**config.mk**
```make
export PLATFORM = sky130hd
export DESIGN_NAME = ovl_bus_turnaround_arbiter
export DESIGN_NICKNAME = d
export VERILOG_FILES = /design/src/rtl/ovl_bus_arb_pkg.sv /design/src/rtl/ovl_rr_pick.sv /design/src/rtl/ovl_bus_turnaround_arbiter.sv
export SDC_FILE = /design/constraint.sdc
export NUM_CORES = 1
export LEC_CHECK = 0
export ABC_AREA = 1
export ABC_CLOCK_PERIOD_IN_PS = 1100
export BUFFER_PORTS_ARGS = -buffer_cell sky130_fd_sc_hd__buf_2
export CAP_MARGIN = 10
export CORE_AREA = 10 10 47 49
export CTS_CLUSTER_SIZE = 25
export DETAILED_ROUTE_END_ITERATION = 8
export DIE_AREA = 0 0 57 59
export HOLD_SLACK_MARGIN = 0.02
export PLACE_DENSITY = 0.46
export SETUP_SLACK_MARGIN = 0.3
export SLEW_MARGIN = 0
export SYNTH_ARGS = -nofsm -noshare
export SYNTH_HDL_FRONTEND = slang
export SYNTH_HIERARCHICAL = 1
export SYNTH_SLANG_ARGS = --single-unit
```
**constraint.sdc**
```tcl
create_clock -name clock -period 1.1 [get_ports clock]
set_clock_uncertainty 0.2 [all_clocks]
set_input_delay 0.165 -clock clock [delete_from_list [all_inputs] [get_ports clock]]
set_output_delay 0.165 -clock clock [all_outputs]
set_load 0.03 [all_outputs]
```
**src/rtl/ovl_bus_arb_pkg.sv**
```systemverilog
// Shared types and helpers for the bus turnaround arbiter.
package ovl_bus_arb_pkg;

  typedef enum logic [1:0] {
    IDLE  = 2'd0,
    OWN   = 2'd1,
    QUIET = 2'd2
  } arb_state_e;

  // Parameter floors. Out-of-range values are clamped up to these.
  localparam int MIN_NUM_DRIVERS = 2;
  localparam int MIN_QUIET_FLOOR = 1;

  // Counter width able to hold max_val, never narrower than one bit.
  function automatic int cnt_w(input int max_val);
    int w;
    w = $clog2(max_val + 1);
    return (w < 1) ? 1 : w;
  endfunction

  // (base + ofs) mod n, for base < n and ofs < n.
  function automatic int wrap_idx(input int base, input int ofs, input int n);
    int s;
    s = base + ofs;
    return (s >= n) ? s - n : s;
  endfunction

endpackage

```
**src/rtl/ovl_rr_pick.sv**
```systemverilog
// Combinational round-robin picker: first set request at or after i_start, wrapping.
module ovl_rr_pick
  import ovl_bus_arb_pkg::*;
#(
  parameter int N = 2
) (
  input  logic [N-1:0]         i_req,
  input  logic [$clog2(N)-1:0] i_start,
  output logic                 o_found,
  output logic [$clog2(N)-1:0] o_idx
);

  localparam int IW = $clog2(N);

  logic [IW-1:0] w_j;

  // Scan from the farthest candidate back to i_start so the nearest set bit wins.
  always_comb begin
    o_found = 1'b0;
    o_idx   = '0;
    w_j     = '0;
    for (int k = N - 1; k >= 0; k--) begin
      w_j = IW'(wrap_idx(int'(i_start), k, N));
      if (i_req[w_j]) begin
        o_found = 1'b1;
        o_idx   = w_j;
      end
    end
  end

endmodule

```
**src/rtl/ovl_bus_turnaround_arbiter.sv**
```systemverilog
// Round-robin owner of a shared multi-driver bus with a mandatory quiet
// turnaround between owners. All outputs are registered.
module ovl_bus_turnaround_arbiter
  import ovl_bus_arb_pkg::*;
#(
  parameter int NUM_DRIVERS = 2,
  parameter int MIN_QUIET   = 1,
  parameter int MAX_QUIET   = 1,
  parameter int MAX_HOLD    = 0
) (
  input  logic                           clock,
  input  logic                           reset,
  input  logic                           enable,
  input  logic [NUM_DRIVERS-1:0]         req,
  output logic [NUM_DRIVERS-1:0]         driver_enables,
  output logic [$clog2(NUM_DRIVERS)-1:0] owner,
  output logic                           bus_quiet,
  output logic                           hold_timeout
);

  localparam int N     = (NUM_DRIVERS < MIN_NUM_DRIVERS) ? MIN_NUM_DRIVERS : NUM_DRIVERS;
  localparam int IW    = $clog2(N);
  localparam int MIN_Q = (MIN_QUIET < MIN_QUIET_FLOOR) ? MIN_QUIET_FLOOR : MIN_QUIET;
  localparam int MAX_Q = (MAX_QUIET < MIN_Q) ? MIN_Q : MAX_QUIET;
  localparam int QW    = cnt_w(MAX_Q);
  localparam int HW    = cnt_w(MAX_HOLD);

  localparam logic [QW-1:0] Q_MIN   = QW'(MIN_Q);
  localparam logic [QW-1:0] Q_MAX   = QW'(MAX_Q);
  localparam logic [HW-1:0] H_LAST  = HW'((MAX_HOLD == 0) ? 0 : MAX_HOLD - 1);
  localparam logic          HOLD_EN = (MAX_HOLD > 0);

  arb_state_e    r_state, w_state_nxt;
  logic [N-1:0]  r_en, w_en_nxt;
  logic [IW-1:0] r_owner, w_owner_nxt;
  logic [QW-1:0] r_qcnt, w_qcnt_nxt;
  logic [HW-1:0] r_hcnt, w_hcnt_nxt;
  logic          r_quiet, w_quiet_nxt;
  logic          r_hto, w_hto_nxt;

  logic [IW-1:0] w_start;
  logic          w_found;
  logic [IW-1:0] w_idx;
  logic          w_grant;
  logic          w_hold_hit;

  // Previous owner gets lowest priority: search begins one past it.
  assign w_start = (r_owner == IW'(N - 1)) ? '0 : r_owner + 1'b1;

  ovl_rr_pick #(.N(N)) u_pick (
    .i_req   (req[N-1:0]),
    .i_start (w_start),
    .o_found (w_found),
    .o_idx   (w_idx)
  );

  assign w_grant    = enable & w_found;
  assign w_hold_hit = HOLD_EN && (r_hcnt == H_LAST);

  // Next-state and next-output logic.
  always_comb begin
    w_state_nxt = r_state;
    w_en_nxt    = r_en;
    w_owner_nxt = r_owner;
    w_qcnt_nxt  = r_qcnt;
    w_hcnt_nxt  = r_hcnt;
    w_hto_nxt   = 1'b0;
    case (r_state)
      IDLE: begin
        if (w_grant) begin
          w_state_nxt        = OWN;
          w_en_nxt           = '0;
          w_en_nxt[w_idx]    = 1'b1;
          w_owner_nxt        = w_idx;
          w_hcnt_nxt         = '0;
        end
      end
      OWN: begin
        w_hcnt_nxt = r_hcnt + 1'b1;
        // A release in the same cycle as a new request always wins; the
        // request is served from QUIET once the minimum gap has elapsed.
        if (!req[r_owner] || w_hold_hit) begin
          w_state_nxt = QUIET;
          w_en_nxt    = '0;
          w_qcnt_nxt  = QW'(1);
          w_hto_nxt   = w_hold_hit;
        end
      end
      QUIET: begin
        if ((r_qcnt >= Q_MIN) && w_grant) begin
          w_state_nxt     = OWN;
          w_en_nxt        = '0;
          w_en_nxt[w_idx] = 1'b1;
          w_owner_nxt     = w_idx;
          w_hcnt_nxt      = '0;
        end else if (r_qcnt == Q_MAX) begin
          w_state_nxt = IDLE;
        end else begin
          w_qcnt_nxt = r_qcnt + 1'b1;
        end
      end
      default: begin
        w_state_nxt = IDLE;
        w_en_nxt    = '0;
      end
    endcase
    w_quiet_nxt = (w_state_nxt != OWN);
  end

  // State, counter and output registers; reset drops enables on the same edge.
  always_ff @(posedge clock) begin
    if (!reset) begin
      r_state <= IDLE;
      r_en    <= '0;
      r_owner <= '0;
      r_qcnt  <= '0;
      r_hcnt  <= '0;
      r_quiet <= 1'b1;
      r_hto   <= 1'b0;
    end else begin
      r_state <= w_state_nxt;
      r_en    <= w_en_nxt;
      r_owner <= w_owner_nxt;
      r_qcnt  <= w_qcnt_nxt;
      r_hcnt  <= w_hcnt_nxt;
      r_quiet <= w_quiet_nxt;
      r_hto   <= w_hto_nxt;
    end
  end

  assign driver_enables = r_en;
  assign owner          = r_owner;
  assign bus_quiet      = r_quiet;
  assign hold_timeout   = r_hto;

endmodule

```
==> results.sh, run 1 <==
export IMPL_ant_nets=0
export IMPL_antenna_cells=0
export IMPL_switchingPower_uw=259
export IMPL_hold_viol=3
export IMPL_die_w_um=57
export IMPL_startpoint_type="register"
export IMPL_crit_required_ns=0.73
export IMPL_numPortBuffers=8
export IMPL_power_density_nw_per_um2=1330
export IMPL_path_clk_slew_ns=0.06
export IMPL_violations="negative hold slack, negative setup slack"
export IMPL_crit_path_end_kind="output port"
export IMPL_max_cap_viol_count=0
export IMPL_holdWs_ns=-0.0290
export IMPL_grt_max_degree=6
export IMPL_drive_gt1_frac=0.671
export IMPL_clk_latency_ns=0.25
export IMPL_intPower_uw=552
export IMPL_setup_violations=5
export IMPL_ys_types=17
export IMPL_cts_tree="done"
export IMPL_clockBufferDepth=2
export IMPL_fp_row_count=14
export IMPL_dpl_hpwl_um=645
export IMPL_start_util=0.252
export IMPL_p_sw_frac=0.319
export IMPL_drt_total_wl_um=825
export IMPL_hp_class="input port to register"
export IMPL_htree_levels=1
export IMPL_p_total_uw=811
export IMPL_root_buffer="clkbuf_4"
export IMPL_synth_area_um2=353
export IMPL_cts_buffers=3
export IMPL_syn_area_per_cell_um2=7.06
export IMPL_leakage_nw=0.284
export IMPL_rsz0062_at_grt="yes"
export IMPL_io_pins=10
export IMPL_gp_congestion=0.685
export IMPL_synth_nets=55
export IMPL_grt_overflow_total=0
export IMPL_viasPerCell=4.09
export IMPL_wl_per_cell_um=9.59
export IMPL_yosysSeqAreaShare=0.397
export IMPL_grt_pass1_vias=357
export IMPL_combPwrFrac=0.335
export IMPL_criticalPathCategory="register to output port"
export IMPL_synth_seq_cells=7
export IMPL_clkPwrFrac=0.286
export IMPL_grt_total_usage=0.0527
export IMPL_p_seq_frac=0.380
export IMPL_fin_ws_ns=-0.113
export IMPL_grt_pass1_wl_um=1460
export IMPL_final_max_slew_viol_count=0
export IMPL_path_max_fanout=3
export IMPL_syn_inst=50
export IMPL_route_detailed_drc=0
export IMPL_clock_sinks=7
export IMPL_vdd_drop_max_mv=0.653
export IMPL_drt_iter0_drc=6
export IMPL_die_area_um2=3360
export IMPL_antenna_found_initial=0
export IMPL_syn2layout_area_growth_pct=73.4
export IMPL_fin_crit_sh=1.10
export IMPL_core_um2=1400
export IMPL_first_pass_iters=2
export IMPL_die_h_um=59
export IMPL_nFillCells=151
export IMPL_regArea_um2=151
export IMPL_vias=352
export IMPL_synth_warnings=6
export IMPL_finalNetCount=76
export IMPL_outcome="finished, violations left"
export IMPL_multi_input_area_um2=231
export IMPL_max_clock_freq_ghz=0.824
export IMPL_period_needed_ns=1.21
export IMPL_worstPathArrival_ns=0.85
==> synthesized netlist by cell type <==
cell type / instances / area [um^2]
nand2_1: 8 / 30.0
dfxtp_1: 7 / 140
inv_2: 3 / 11.3
a21oi_2: 1 / 8.76
a31oi_1: 1 / 6.26
nor2_1: 5 / 18.8
nand3_1: 4 / 20.0
or2_1: 1 / 6.26
conb_1: 1 / 3.75
nor2_4: 1 / 11.3
a21oi_1: 5 / 25.0
o21ai_0: 1 / 5.00
or2_2: 1 / 6.26
buf_4: 1 / 7.51
nand2_4: 1 / 11.3
inv_1: 6 / 22.5
nand2_2: 3 / 18.8
==> final cells by class <==
| class | count | area share |
|---|---|---|
| inverter | 9 | 0.0634 |
| tap | 16 | 0.0327 |
| multi-input combinational | 33 | 0.378 |
| clock buffer | 4 | 0.0429 |
| sequential | 7 | 0.247 |
| timing repair buffer | 17 | 0.235 |
==> logic make-up (layout without fill, tap and decap cells) <==
| family | after synthesis | in the layout | synth area share |
|---|---|---|---|
| other | 1 | 1 | 0.0106 |
| AO/OA/AOI/OAI | 8 | 8 | 0.128 |
| AND/OR/NAND/NOR | 24 | 24 | 0.348 |
| buffers and inverters | 10 | 30 | 0.117 |
| flip-flops | 7 | 7 | 0.397 |
==> worst max-delay path, stage by stage, from the launching register on <==
cell and delay (ns):
dfxtp_4 0.36, buf_6 0.12, buf_6 0.13
==> stage by stage <==
step                      setup slack [ns]  std cells  setup TNS [ns]  area (um^2)   util
after floorplan                    -0.0610         50         -0.0905          373      -
after global placement              -0.139         79          -0.405          470  0.336
after detailed placement            -0.147         79          -0.399          470  0.336
after CTS                           -0.107         85          -0.214          594  0.424
after global routing                -0.175         86          -0.685          612  0.437
final                               -0.113         86          -0.230          612  0.437
==> what timing repair did <==
| action | 4_1_cts | 5_1_grt |
|---|---|---|
| hold endpoints to repair | 3 | 3 |
| buffers inserted | 2 | 1 |
| gates cloned | 0 | 0 |
| resized for setup | 24 | 3 |
| setup endpoints to repair | 11 | 11 |
| pin swaps | 1 | 4 |
==> routing by layer <==
metal / GRT usage / up-vias / routed length (um)
met1: 0.0547 / 155 / 337
met3: 0.0258 / 0 / 50
met2: 0.0853 / 5 / 436
li1: - / 192 / -
met4: 0.0302 / 0 / 0
met5: 0 / - / 0
==> cell usage in the layout (no fill, tap or decap) <==
master | Yosys | final
buf_6 | 0 | 7
nand2_1 | 8 | 6
dfxtp_2 | 0 | 6
buf_4 | 1 | 6
nand2_2 | 3 | 5
inv_1 | 6 | 5
nor2_1 | 5 | 5
buf_2 | 0 | 4
a21oi_2 | 1 | 3
clkbuf_4 | 0 | 3
inv_4 | 0 | 2
nand3_2 | 0 | 2
a21oi_4 | 0 | 2
inv_2 | 3 | 2
nor2_4 | 1 | 1
nand2_4 | 1 | 1
a21oi_1 | 5 | 1
or2_4 | 0 | 1
nand3_4 | 0 | 1
nand3_1 | 4 | 1
a31oi_1 | 1 | 1
o21ai_1 | 0 | 1
conb_1 | 1 | 1
clkbuf_1 | 0 | 1
dfxtp_4 | 0 | 1
or2_1 | 1 | 1
==> power groups by stage <==
stage | clock, mW | sequential, mW | combinational (mW)
2_1_floorplan | 0 | 0.336 | 0.107
3_3_place_gp | 0 | 0.303 | 0.202
3_5_place_dp | 0 | 0.302 | 0.204
4_1_cts | 0.241 | 0.305 | 0.263
5_1_grt | 0.263 | 0.311 | 0.298
6_report | 0.232 | 0.308 | 0.272
==> registers in the layout, summed over array words and instances (netlist names) <==
name and count:
r_state 2, r_qcnt 1, owner 1, bus_quiet 1
driver_enables 2
==> path summary, 6_finish.rpt <==
| kind | end | startpoint | cells past startpoint | slack (ns) |
|---|---|---|---|---|
| max | owner | owner$_SDFFE_PN0P_ | 2 | -0.11 |
| min | driver_enables[1]$_SDFFE_PN0P_ | reset | 3 | -0.03 |
| max reg2reg | driver_enables[0]$_SDFFE_PN0P_ | owner$_SDFFE_PN0P_ | 7 | -0.08 |
| min reg2reg | driver_enables[1]$_SDFFE_PN0P_ | driver_enables[1]$_SDFFE_PN0P_ | 2 | 0.29 |
No activity file was read; power rests on OpenSTA's default activity.
==> run 2: changes to the inputs <==
SKIP_LAST_GASP = 1   (was default)
==> run 2 against run 1 <==
  * Largest power group unchanged
  * The run still ends with negative hold slack, negative setup slack left
  * Via count unchanged
  * Clock-buffer cell count is the same
  * Largest cell class unchanged
  * Sequential share of layout area hardly changed
  * Critical endpoint unchanged
  * Clock power is essentially flat
==> results.sh, run 2 (synthesis results as in run 1) <==
export IMPL_core_um2=1400
export IMPL_holdWs_ns=-0.0265
export IMPL_fin_ws_ns=-0.108
export IMPL_p_total_uw=805
export IMPL_max_clock_freq_ghz=0.828
export IMPL_grt_pass1_wl_um=1380
export IMPL_syn2layout_area_growth_pct=72.0
export IMPL_finalNetCount=76
export IMPL_reg2reg_depth=7
export IMPL_drt_iter0_drc=6
export IMPL_startpoint_type="register"
export IMPL_start_util=0.252
export IMPL_switchingPower_uw=256
export IMPL_clockBufferDepth=2
export IMPL_drive_gt1_frac=0.657
export IMPL_hp_class="input port to register"
export IMPL_nFillCells=148
export IMPL_grt_pass1_vias=340
export IMPL_die_w_um=57
export IMPL_die_h_um=59
export IMPL_intPower_uw=549
export IMPL_grt_total_usage=0.0501
export IMPL_max_cap_viol_count=0
export IMPL_first_pass_iters=2
export IMPL_antenna_found_initial=0
export IMPL_route_detailed_drc=0
export IMPL_worstPathArrival_ns=0.84
export IMPL_cts_buffers=3
export IMPL_tns_ns=-0.224
export IMPL_crit_required_ns=0.73
export IMPL_criticalPathCategory="register to output port"
export IMPL_final_max_slew_viol_count=0
export IMPL_vdd_drop_max_mv=0.653
export IMPL_path_max_fanout=3
export IMPL_rsz0062_at_grt="yes"
export IMPL_place_worst_setup_slack_ns=-0.147
export IMPL_wl_per_cell_um=9.28
export IMPL_clock_sinks=7
export IMPL_fp_row_count=14
export IMPL_hold_depth=3
export IMPL_layout_common_cells="buf_4 (7), nand2_1 (6), buf_6 (6)"
export IMPL_root_buffer="clkbuf_4"
export IMPL_clkPwrFrac=0.285
export IMPL_grt_overflow_total=0
export IMPL_drt_total_wl_um=798
export IMPL_fin_crit_sh=1.10
export IMPL_die_area_um2=3360
export IMPL_grt_max_degree=6
export IMPL_ant_nets=0
export IMPL_p_seq_frac=0.381
export IMPL_leakage_nw=0.282
export IMPL_vias=352
export IMPL_numPortBuffers=8
export IMPL_htree_levels=1
export IMPL_cts_tree="done"
export IMPL_clk_latency_ns=0.25
export IMPL_io_pins=10
export IMPL_final_common_cell="buf_4"
export IMPL_dpl_hpwl_um=645
export IMPL_outcome="finished, violations left"
export IMPL_violations="negative hold slack, negative setup slack"
export IMPL_antenna_cells=0
export IMPL_path_clk_slew_ns=0.06
export IMPL_gp_congestion=0.685
export IMPL_viasPerCell=4.09
export IMPL_setup_violations=4
export IMPL_crit_path_end_kind="output port"
export IMPL_period_needed_ns=1.21
export IMPL_hold_viol=3
export IMPL_power_density_nw_per_um2=1330
export IMPL_p_sw_frac=0.318
export IMPL_combPwrFrac=0.334
run 2: worst paths after layout:
path | from | to | slack (ns)
setup / recovery | owner$_SDFFE_PN0P_ | owner | -0.11
hold / removal | reset | driver_enables[1]$_SDFFE_PN0P_ | -0.03
setup reg to reg | owner$_SDFFE_PN0P_ | driver_enables[0]$_SDFFE_PN0P_ | -0.08
hold reg to reg | driver_enables[1]$_SDFFE_PN0P_ | driver_enables[1]$_SDFFE_PN0P_ | 0.29
run 2: metal layers:
metal / routed length [um] / vias up / GRT usage
li1: - / 192 / -
met1: 340 / 155 / 0.0534
met4: 0 / 0 / 0.0302
met2: 406 / 5 / 0.0775
met3: 50 / 0 / 0.0258
met5: 0 / - / 0
run 2: through the flow:
stage               instances  utilization  instance area [um^2]
finish                     86        0.433                   607
global route               86        0.433                   607
CTS                        85        0.404                   567
detailed placement         79        0.336                   470
global placement           79        0.336                   470
floorplan                  50            -                   373
run 2: power groups by stage:
stage | clock network, mW | registers (mW) | logic (mW)
6_report | 0.229 | 0.307 | 0.269
5_1_grt | 0.262 | 0.310 | 0.295
4_1_cts | 0.241 | 0.303 | 0.249
3_5_place_dp | 0 | 0.302 | 0.204
3_3_place_gp | 0 | 0.303 | 0.202
2_1_floorplan | 0 | 0.336 | 0.107
run 2: cell type report:
class	instances	area (um^2)	area share
clock buffer	4	26.3	0.0433
inverter	9	38.8	0.0639
multi-input combinational	33	231	0.381
sequential	7	150	0.247
tap	16	20.0	0.0330
timing repair buffer	17	140	0.231
run 2: what timing repair did:
item / 4_1_cts / 5_1_grt
buffers inserted: 2 / 1
endpoints found under the setup margin: 11 / 11
resized for setup: 17 / 8
hold endpoints to repair: 3 / 3
pin swaps: 1 / 4
run 2: worst max-delay path: stages, from the launching register on:
cell	delay, ns
dfxtp_4	0.36
buf_6	0.11
buf_6	0.13
